$ cat config.mk
export PLATFORM = sky130hd
export DESIGN_NAME = frog_move_controller_flat
export DESIGN_NICKNAME = d
export VERILOG_FILES = /design/src/rtl/frog_move_if.sv /design/src/rtl/frog_move_controller.sv /design/src/flat_wrapper.sv
export SDC_FILE = /design/constraint.sdc
export NUM_CORES = 1
export LEC_CHECK = 0
export CAP_MARGIN = 0
export CORE_MARGIN = 2
export CORE_UTILIZATION = 45
export CTS_BUF_LIST = sky130_fd_sc_hd__clkbuf_8
export DETAILED_ROUTE_END_ITERATION = 16
export DONT_BUFFER_PORTS = 1
export GPL_TIMING_DRIVEN = 0
export PLACE_DENSITY = 0.66
export RECOVER_POWER = 100
export SYNTH_ARGS = -nofsm -noshare
export SYNTH_HDL_FRONTEND = slang
export SYNTH_SLANG_ARGS = --single-unit
$ cat constraint.sdc
create_clock -name clk -period 6.35 [get_ports clk]
set_input_delay 1.905 -clock clk [delete_from_list [all_inputs] [get_ports clk]]
set_output_delay 1.905 -clock clk [all_outputs]
set_load 0.005 [all_outputs]
$ cat src/rtl/frog_move_if.sv
// Button, frame-timing and frog-position signals between the board/video side
// and the frog move controller.
interface frog_move_if;
   logic       btn_up;
   logic       btn_down;
   logic       btn_left;
   logic       btn_right;
   logic       frame_tick;
   logic [9:0] frog_x;
   logic [9:0] frog_y;
   logic       busy;
   logic       goal;
   logic [7:0] hop_count;

   modport master (
      output btn_up, btn_down, btn_left, btn_right, frame_tick,
      input  frog_x, frog_y, busy, goal, hop_count
   );

   modport slave (
      input  btn_up, btn_down, btn_left, btn_right, frame_tick,
      output frog_x, frog_y, busy, goal, hop_count
   );
endinterface

$ cat src/rtl/frog_move_controller.sv
// Debounces four buttons and commits one grid hop per press on the vblank
// frame_tick, with edge clamping, a post-hop cooldown and goal-row respawn.
//
// state      | meaning
// S_IDLE     | waiting for a debounced press
// S_PENDING  | direction latched, waiting for frame_tick to commit the hop
// S_COOLDOWN | hop done, counting frame_ticks before accepting a new press
module frog_move_controller #(
   parameter int GRID_SIZE       = 32,
   parameter int H_CELLS         = 20,
   parameter int V_CELLS         = 15,
   parameter int START_X         = 288,
   parameter int START_Y         = 448,
   parameter int DEBOUNCE_CYCLES = 250000,
   parameter int COOLDOWN_FRAMES = 8
) (
   input logic        clk,
   input logic        reset,
   frog_move_if.slave bus
);

   localparam int DB_W = (DEBOUNCE_CYCLES < 2) ? 1 : $clog2(DEBOUNCE_CYCLES);
   localparam int CD_W = (COOLDOWN_FRAMES < 2) ? 1 : $clog2(COOLDOWN_FRAMES + 1);
   localparam logic [DB_W-1:0] DB_LOAD = DB_W'(DEBOUNCE_CYCLES - 1);
   localparam logic [CD_W-1:0] CD_LOAD = CD_W'(COOLDOWN_FRAMES);
   localparam logic [10:0]     GRID11  = 11'(GRID_SIZE);
   localparam logic [10:0]     MAX_X11 = 11'((H_CELLS - 1) * GRID_SIZE);
   localparam logic [10:0]     MAX_Y11 = 11'((V_CELLS - 1) * GRID_SIZE);

   typedef enum logic [1:0] {S_IDLE, S_PENDING, S_COOLDOWN} state_t;
   typedef enum logic [1:0] {D_UP, D_DOWN, D_LEFT, D_RIGHT} dir_t;

   // bit order everywhere: 0 up, 1 down, 2 left, 3 right
   logic [3:0]      btn_raw;
   logic [3:0]      sync1, sync2, deb, deb_prev, press;
   logic [DB_W-1:0] db_cnt [4];

   assign btn_raw = {bus.btn_right, bus.btn_left, bus.btn_down, bus.btn_up};

   always_ff @(posedge clk or posedge reset) begin
      if (reset) begin
         sync1    <= '0;
         sync2    <= '0;
         deb      <= '0;
         deb_prev <= '0;
         press    <= '0;
         for (int i = 0; i < 4; i++) db_cnt[i] <= DB_LOAD;
      end else begin
         sync1    <= btn_raw;
         sync2    <= sync1;
         deb_prev <= deb;
         press    <= deb & ~deb_prev;
         for (int i = 0; i < 4; i++) begin
            if (sync2[i] == deb[i]) begin
               db_cnt[i] <= DB_LOAD;
            end else if (db_cnt[i] == '0) begin
               deb[i]    <= sync2[i];
               db_cnt[i] <= DB_LOAD;
            end else begin
               db_cnt[i] <= db_cnt[i] - 1'b1;
            end
         end
      end
   end

   logic any_press;
   dir_t press_dir;

   always_comb begin
      any_press = |press;
      press_dir = D_RIGHT;
      if (press[0])      press_dir = D_UP;
      else if (press[1]) press_dir = D_DOWN;
      else if (press[2]) press_dir = D_LEFT;
   end

   state_t         state;
   dir_t           dir_q;
   logic [CD_W-1:0] cd_cnt;
   logic [9:0]     frog_x_q, frog_y_q;
   logic [7:0]     hop_q;
   logic           busy_q, goal_q;
   logic [10:0]    tgt_x, tgt_y;
   logic           in_grid, at_goal;

   // Upward/leftward underflow wraps to a large 11-bit value and fails the max check.
   always_comb begin
      tgt_x = {1'b0, frog_x_q};
      tgt_y = {1'b0, frog_y_q};
      unique case (dir_q)
         D_UP:    tgt_y = {1'b0, frog_y_q} - GRID11;
         D_DOWN:  tgt_y = {1'b0, frog_y_q} + GRID11;
         D_LEFT:  tgt_x = {1'b0, frog_x_q} - GRID11;
         D_RIGHT: tgt_x = {1'b0, frog_x_q} + GRID11;
         default: ;
      endcase
      in_grid = (tgt_x <= MAX_X11) && (tgt_y <= MAX_Y11);
      at_goal = in_grid && (tgt_y == 11'd0);
   end

   always_ff @(posedge clk or posedge reset) begin
      if (reset) begin
         state    <= S_IDLE;
         dir_q    <= D_UP;
         cd_cnt   <= '0;
         frog_x_q <= 10'(START_X);
         frog_y_q <= 10'(START_Y);
         hop_q    <= '0;
         busy_q   <= 1'b0;
         goal_q   <= 1'b0;
      end else begin
         goal_q <= 1'b0;
         unique case (state)
            S_IDLE: begin
               if (any_press) begin
                  dir_q  <= press_dir;
                  busy_q <= 1'b1;
                  state  <= S_PENDING;
               end
            end
            S_PENDING: begin
               if (bus.frame_tick) begin
                  if (at_goal) begin
                     frog_x_q <= 10'(START_X);
                     frog_y_q <= 10'(START_Y);
                     goal_q   <= 1'b1;
                     hop_q    <= hop_q + 8'd1;
                  end else if (in_grid) begin
                     frog_x_q <= tgt_x[9:0];
                     frog_y_q <= tgt_y[9:0];
                     hop_q    <= hop_q + 8'd1;
                  end
                  cd_cnt <= CD_LOAD;
                  state  <= S_COOLDOWN;
               end
            end
            S_COOLDOWN: begin
               if (cd_cnt == '0 || (bus.frame_tick && cd_cnt == CD_W'(1))) begin
                  busy_q <= 1'b0;
                  state  <= S_IDLE;
               end else if (bus.frame_tick) begin
                  cd_cnt <= cd_cnt - 1'b1;
               end
            end
            default: begin
               busy_q <= 1'b0;
               state  <= S_IDLE;
            end
         endcase
      end
   end

   assign bus.frog_x    = frog_x_q;
   assign bus.frog_y    = frog_y_q;
   assign bus.busy      = busy_q;
   assign bus.goal      = goal_q;
   assign bus.hop_count = hop_q;

endmodule

$ cat src/flat_wrapper.sv
// flat-port wrapper written by rule: the top's interface ports become plain ports
module frog_move_controller_flat 
#(
   parameter int GRID_SIZE       = 32,
   parameter int H_CELLS         = 20,
   parameter int V_CELLS         = 15,
   parameter int START_X         = 288,
   parameter int START_Y         = 448,
   parameter int DEBOUNCE_CYCLES = 250000,
   parameter int COOLDOWN_FRAMES = 8
)
  (clk, reset, bus_btn_up, bus_btn_down, bus_btn_left, bus_btn_right, bus_frame_tick, bus_frog_x, bus_frog_y, bus_busy, bus_goal, bus_hop_count);
  frog_move_if bus_i ();
  input logic clk;
  input logic reset;
  input wire logic [$bits(bus_i.btn_up)-1:0] bus_btn_up;
  input wire logic [$bits(bus_i.btn_down)-1:0] bus_btn_down;
  input wire logic [$bits(bus_i.btn_left)-1:0] bus_btn_left;
  input wire logic [$bits(bus_i.btn_right)-1:0] bus_btn_right;
  input wire logic [$bits(bus_i.frame_tick)-1:0] bus_frame_tick;
  output wire logic [$bits(bus_i.frog_x)-1:0] bus_frog_x;
  output wire logic [$bits(bus_i.frog_y)-1:0] bus_frog_y;
  output wire logic [$bits(bus_i.busy)-1:0] bus_busy;
  output wire logic [$bits(bus_i.goal)-1:0] bus_goal;
  output wire logic [$bits(bus_i.hop_count)-1:0] bus_hop_count;
  assign bus_i.btn_up = bus_btn_up;
  assign bus_i.btn_down = bus_btn_down;
  assign bus_i.btn_left = bus_btn_left;
  assign bus_i.btn_right = bus_btn_right;
  assign bus_i.frame_tick = bus_frame_tick;
  assign bus_frog_x = bus_i.frog_x;
  assign bus_frog_y = bus_i.frog_y;
  assign bus_busy = bus_i.busy;
  assign bus_goal = bus_i.goal;
  assign bus_hop_count = bus_i.hop_count;
  frog_move_controller #(.GRID_SIZE(GRID_SIZE), .H_CELLS(H_CELLS), .V_CELLS(V_CELLS), .START_X(START_X), .START_Y(START_Y), .DEBOUNCE_CYCLES(DEBOUNCE_CYCLES), .COOLDOWN_FRAMES(COOLDOWN_FRAMES)) u_core (.clk(clk), .reset(reset), .bus(bus_i));
endmodule
==> load_flow_metrics.sql <==
INSERT INTO impl_metrics (metric_group, metric, value, unit) VALUES
('cts', 'clock_tree.buffer_depth', '2', ''),
('yosys', 'synth_compound_gate_area_share', '6.69', '%'),
('yosys', 'dominantRegCellSynth', 'dfrtp_1', ''),
('yosys', 'async_flop_share', '100', '%'),
('timing', 'final_period_minus_worst_setup_slack', '4.52', 'ns'),
('yosys', 'xor_and_xnor_fraction_of_the_mapped_netlist_area', '10.9', '%'),
('yosys', 'muxShareOfSynthArea', '1.70', '%'),
('power_and_ir_drop', 'pwr_density_cell', '258', 'mW/mm^2'),
('timing', 'setup_repair_after_global_routing_missed_its_margin', 'false', ''),
('yosys', 'synth_seq_area_share', '50.6', '%'),
('placed_design', 'dpl-instance-area', '0.00633', 'mm^2'),
('cts', 'ctsHtreeMaxLevel', '4', ''),
('final_layout', 'stdcell_area', '0.00670', 'mm^2'),
('cts', 'tritoncts_clock_tree', 'done', ''),
('timing', 'hold_viol_final', '0', ''),
('final_layout', 'design.final.nets', '638', ''),
('cts', 'clock_insertion_delay_worst_skew', '0.43', 'ns'),
('floorplan', 'die_width', '120', 'um'),
('final_layout', 'fin_util', '50.8', '%'),
('floorplan', 'fp.dieArea', '0.0144', 'mm^2'),
('timing', 'fmaxAchievable', '0.221', 'GHz'),
('yosys', 'postSynthCellCount', '584', ''),
('timing', 'hold_slack', '0.353', 'ns'),
('worst_setup_path', 'timing_worst_setup_path_type', 'primary input to flop', ''),
('floorplan', 'core-area', '0.0132', 'mm^2'),
('timing', 'clock-skew-final', '0.0113', 'ns'),
('run_status', 'violations', 'capacitance limit, slew limit', ''),
('final_layout', 'syn2layout_area_growth', '10.8', '%'),
('yosys', 'synthesis.yosys.warnings', '0', ''),
('worst_setup_path', 'arr_time_crit_path', '4.75', 'ns'),
('final_layout', 'nFillCells', '1198', ''),
('min_path', 'hold_path_class', 'flop to flop', ''),
('routing', 'routed-wl-met2', '5230', 'um'),
('run_status', 'run_status', 'complete, but fails checks', ''),
('routing', 'vias_per_cell', '5.17', ''),
('power_and_ir_drop', 'power.ir.vdd_worst', '0.125', 'mV'),
('final_layout', 'multiInputGateArea', '0.00269', 'mm^2'),
('routing', 'total_wirelength', '11000', 'um'),
('cts', 'cts_setup_buffers', '0', ''),
('worst_setup_path', 'path_max_fanout', '8', ''),
('cts', 'root_buffer', 'clkbuf_8', ''),
('placed_design', 'dpl.hpwl', '7560', 'um'),
('cts', 'numClockSinks', '120', ''),
('placed_design', 'final_replace_weighted_congestion', '0.839', ''),
('yosys', 'post_synth_instance_area', '0.00604', 'mm^2'),
('yosys', 'synth_fa_ha_area_share', '3.97', '%'),
('routing', 'drc', '0', ''),
('worst_setup_path', 'regToRegSetupSlack', '1.97', 'ns'),
('job', 'drv_cap', '2', ''),
('final_layout', 'number_of_antenna_diodes', '0', ''),
('grt', 'vias_in_the_first_global_route', '4241', ''),
('routing', 'dr.pass1.iters', '4', ''),
('cts', 'postCtsResizedCells', '0', ''),
('worst_setup_path', 'critPathCaptureType', 'flop', ''),
('final_layout', 'register_area', '0.00306', 'mm^2'),
('yosys', 'syn_area_per_cell', '10.4', 'um^2'),
('placed_design', 'port_buffer_cells', '0', ''),
('cts', 'postCtsHoldBufs', '0', ''),
('routing', 'wl_per_cell', '13.7', 'um'),
('floorplan', 'start_util', '45.8', '%'),
('yosys', 'ys_ff_latch', '120', ''),
('timing', 'final-setup-viol-count', '0', ''),
('timing', 'slew_headroom', '-39.7', '%'),
('routing', 'wl_met1', '5160', 'um'),
('routing', 'first_iter_violations', '227', ''),
('worst_setup_path', 'timing.critical_path.required', '6.59', 'ns'),
('routing', 'maxUsedRoutingLayer', 'met4', ''),
('yosys', 'synth-simple-area-share', '21.9', '%'),
('power_and_ir_drop', 'p_leak', '0.00288', 'uW'),
('grt', 'global_route_wire_length_before_repair', '19500', 'um'),
('timing', 'timing.final.max_slew_violations', '96', '');
## worst paths after layout
check	start	end	depth (start not counted)
max	bus_frame_tick	u_core.bus.frog_x[7]$_DFFE_PP0P_	6
min	u_core.sync1[3]$_DFF_PP0_	u_core.sync2[3]$_DFF_PP0_	0
max reg2reg	u_core.dir_q[1]$_DFFE_PP0P_	u_core.bus.frog_x[7]$_DFFE_PP0P_	10
min reg2reg	u_core.sync1[3]$_DFF_PP0_	u_core.sync2[3]$_DFF_PP0_	0
max in group asynchronous	reset	u_core.db_cnt[11]$_DFF_PP0_	2
min in group asynchronous	reset	u_core.bus.frog_x[9]$_DFFE_PP0P_	1
## power breakdown
group / leakage [uW] / internal (uW) / switching [uW] / total, uW
registers: 0.00147 / 795 / 25.3 / 820
clock network: 0.000246 / 511 / 289 / 800
logic: 0.00117 / 42.3 / 67.3 / 110
total: 0.00288 / 1350 / 381 / 1730
## worst max-delay path, stage by stage
cell and delay [ns]:
clkbuf_1 0.29, nor2b_1 0.29, o2111ai_1 0.14, or4_1 0.56
a2111oi_0 1.32, o32ai_1 0.24
## sequential cells by signal, summed over array words and instances, names as in the netlist
name                  count
u_core.db_cnt            72
u_core.bus.hop_count      8
u_core.bus.frog_x         5
u_core.bus.frog_y         5
u_core.cd_cnt             4
u_core.deb                4
u_core.deb_prev           4
u_core.press              4
u_core.sync1              4
u_core.sync2              4
u_core.dir_q              2
u_core.state              2
u_core.bus.busy           1
u_core.bus.goal           1
## synthesized netlist by cell type, types with 3 or more instances
master    number  area (um^2)
nor3_1        22          110
o22ai_1        3         18.8
a21oi_1       12         60.1
nand3_1        8         40.0
mux2_2         5         56.3
nand3b_1       7         52.6
xor2_1        28          245
buf_4         10         75.1
and4_1         4         35.0
dfstp_2       45         1180
dfrtp_1       75         1880
nor2b_1        6         37.5
a211oi_1       4         30.0
ha_1          16          200
or3_1          7         43.8
and2_1         4         25.0
nor4_1        21          131
o21ai_0       10         50.1
clkbuf_1       7         26.3
a22o_1         3         26.3
nand4_1        8         50.1
nand2b_1       7         43.8
nand2_1       79          297
nor2_1        56          210
or4_1          8         60.1
inv_1         25         93.8
buf_2          6         30.0
nor3b_1        4         30.0
xnor2_1       47          412
## cell families (layout without fill, tap and decap cells)
kind of cell / after synthesis / in the layout
other cells: 1 / 10
compound gates: 53 / 53
simple gates: 257 / 257
xor+xnor: 75 / 75
buf+inv: 51 / 84
mux: 9 / 9
flops: 120 / 120
fa+ha+maj: 18 / 18
## layout by cell type, fill, tap and decap left out, drive strengths merged, types with 7 or more instances in the layout
| cell type | instances |
|---|---|
| clkbuf | 38 |
| a21oi | 13 |
| conb | 10 |
| mux2 | 7 |
| or3 | 8 |
| ha | 16 |
| xnor2 | 47 |
| or4 | 10 |
| nand3b | 7 |
| o21ai | 10 |
| nand4 | 8 |
| xor2 | 28 |
| inv | 25 |
| nor2 | 56 |
| buf | 14 |
| nand2 | 80 |
| nor4 | 22 |
| dfrtp | 75 |
| dfstp | 45 |
| nand3 | 9 |
| nand2b | 7 |
| nor3 | 23 |
## cell type report
class                   instances  area share (%)
plain buffers                  26            2.19
repair buffers                  1          0.0747
inverters                      25            1.42
flip-flops and latches        120            45.7
clock buffers                  25            5.14
multi-input cells             422            40.2
well taps                     176            3.29
clock inverters                 7            2.04
## routing by layer
metal,GRT usage [%],vias up
met5,0,-
met4,6.84,0
met3,4.33,14
met2,28.0,72
met1,21.2,2022
li1,-,2039
## per-stage QoR
step,total power (uW),cells,worst slack [ns]
floorplan,916,593,1.33
global placement,938,769,0.116
detailed placement,946,770,2.31
CTS,1760,802,2.68
global route,1810,802,1.39
finish,1730,802,1.83
Note: power is estimated with default switching activity, not from simulation.
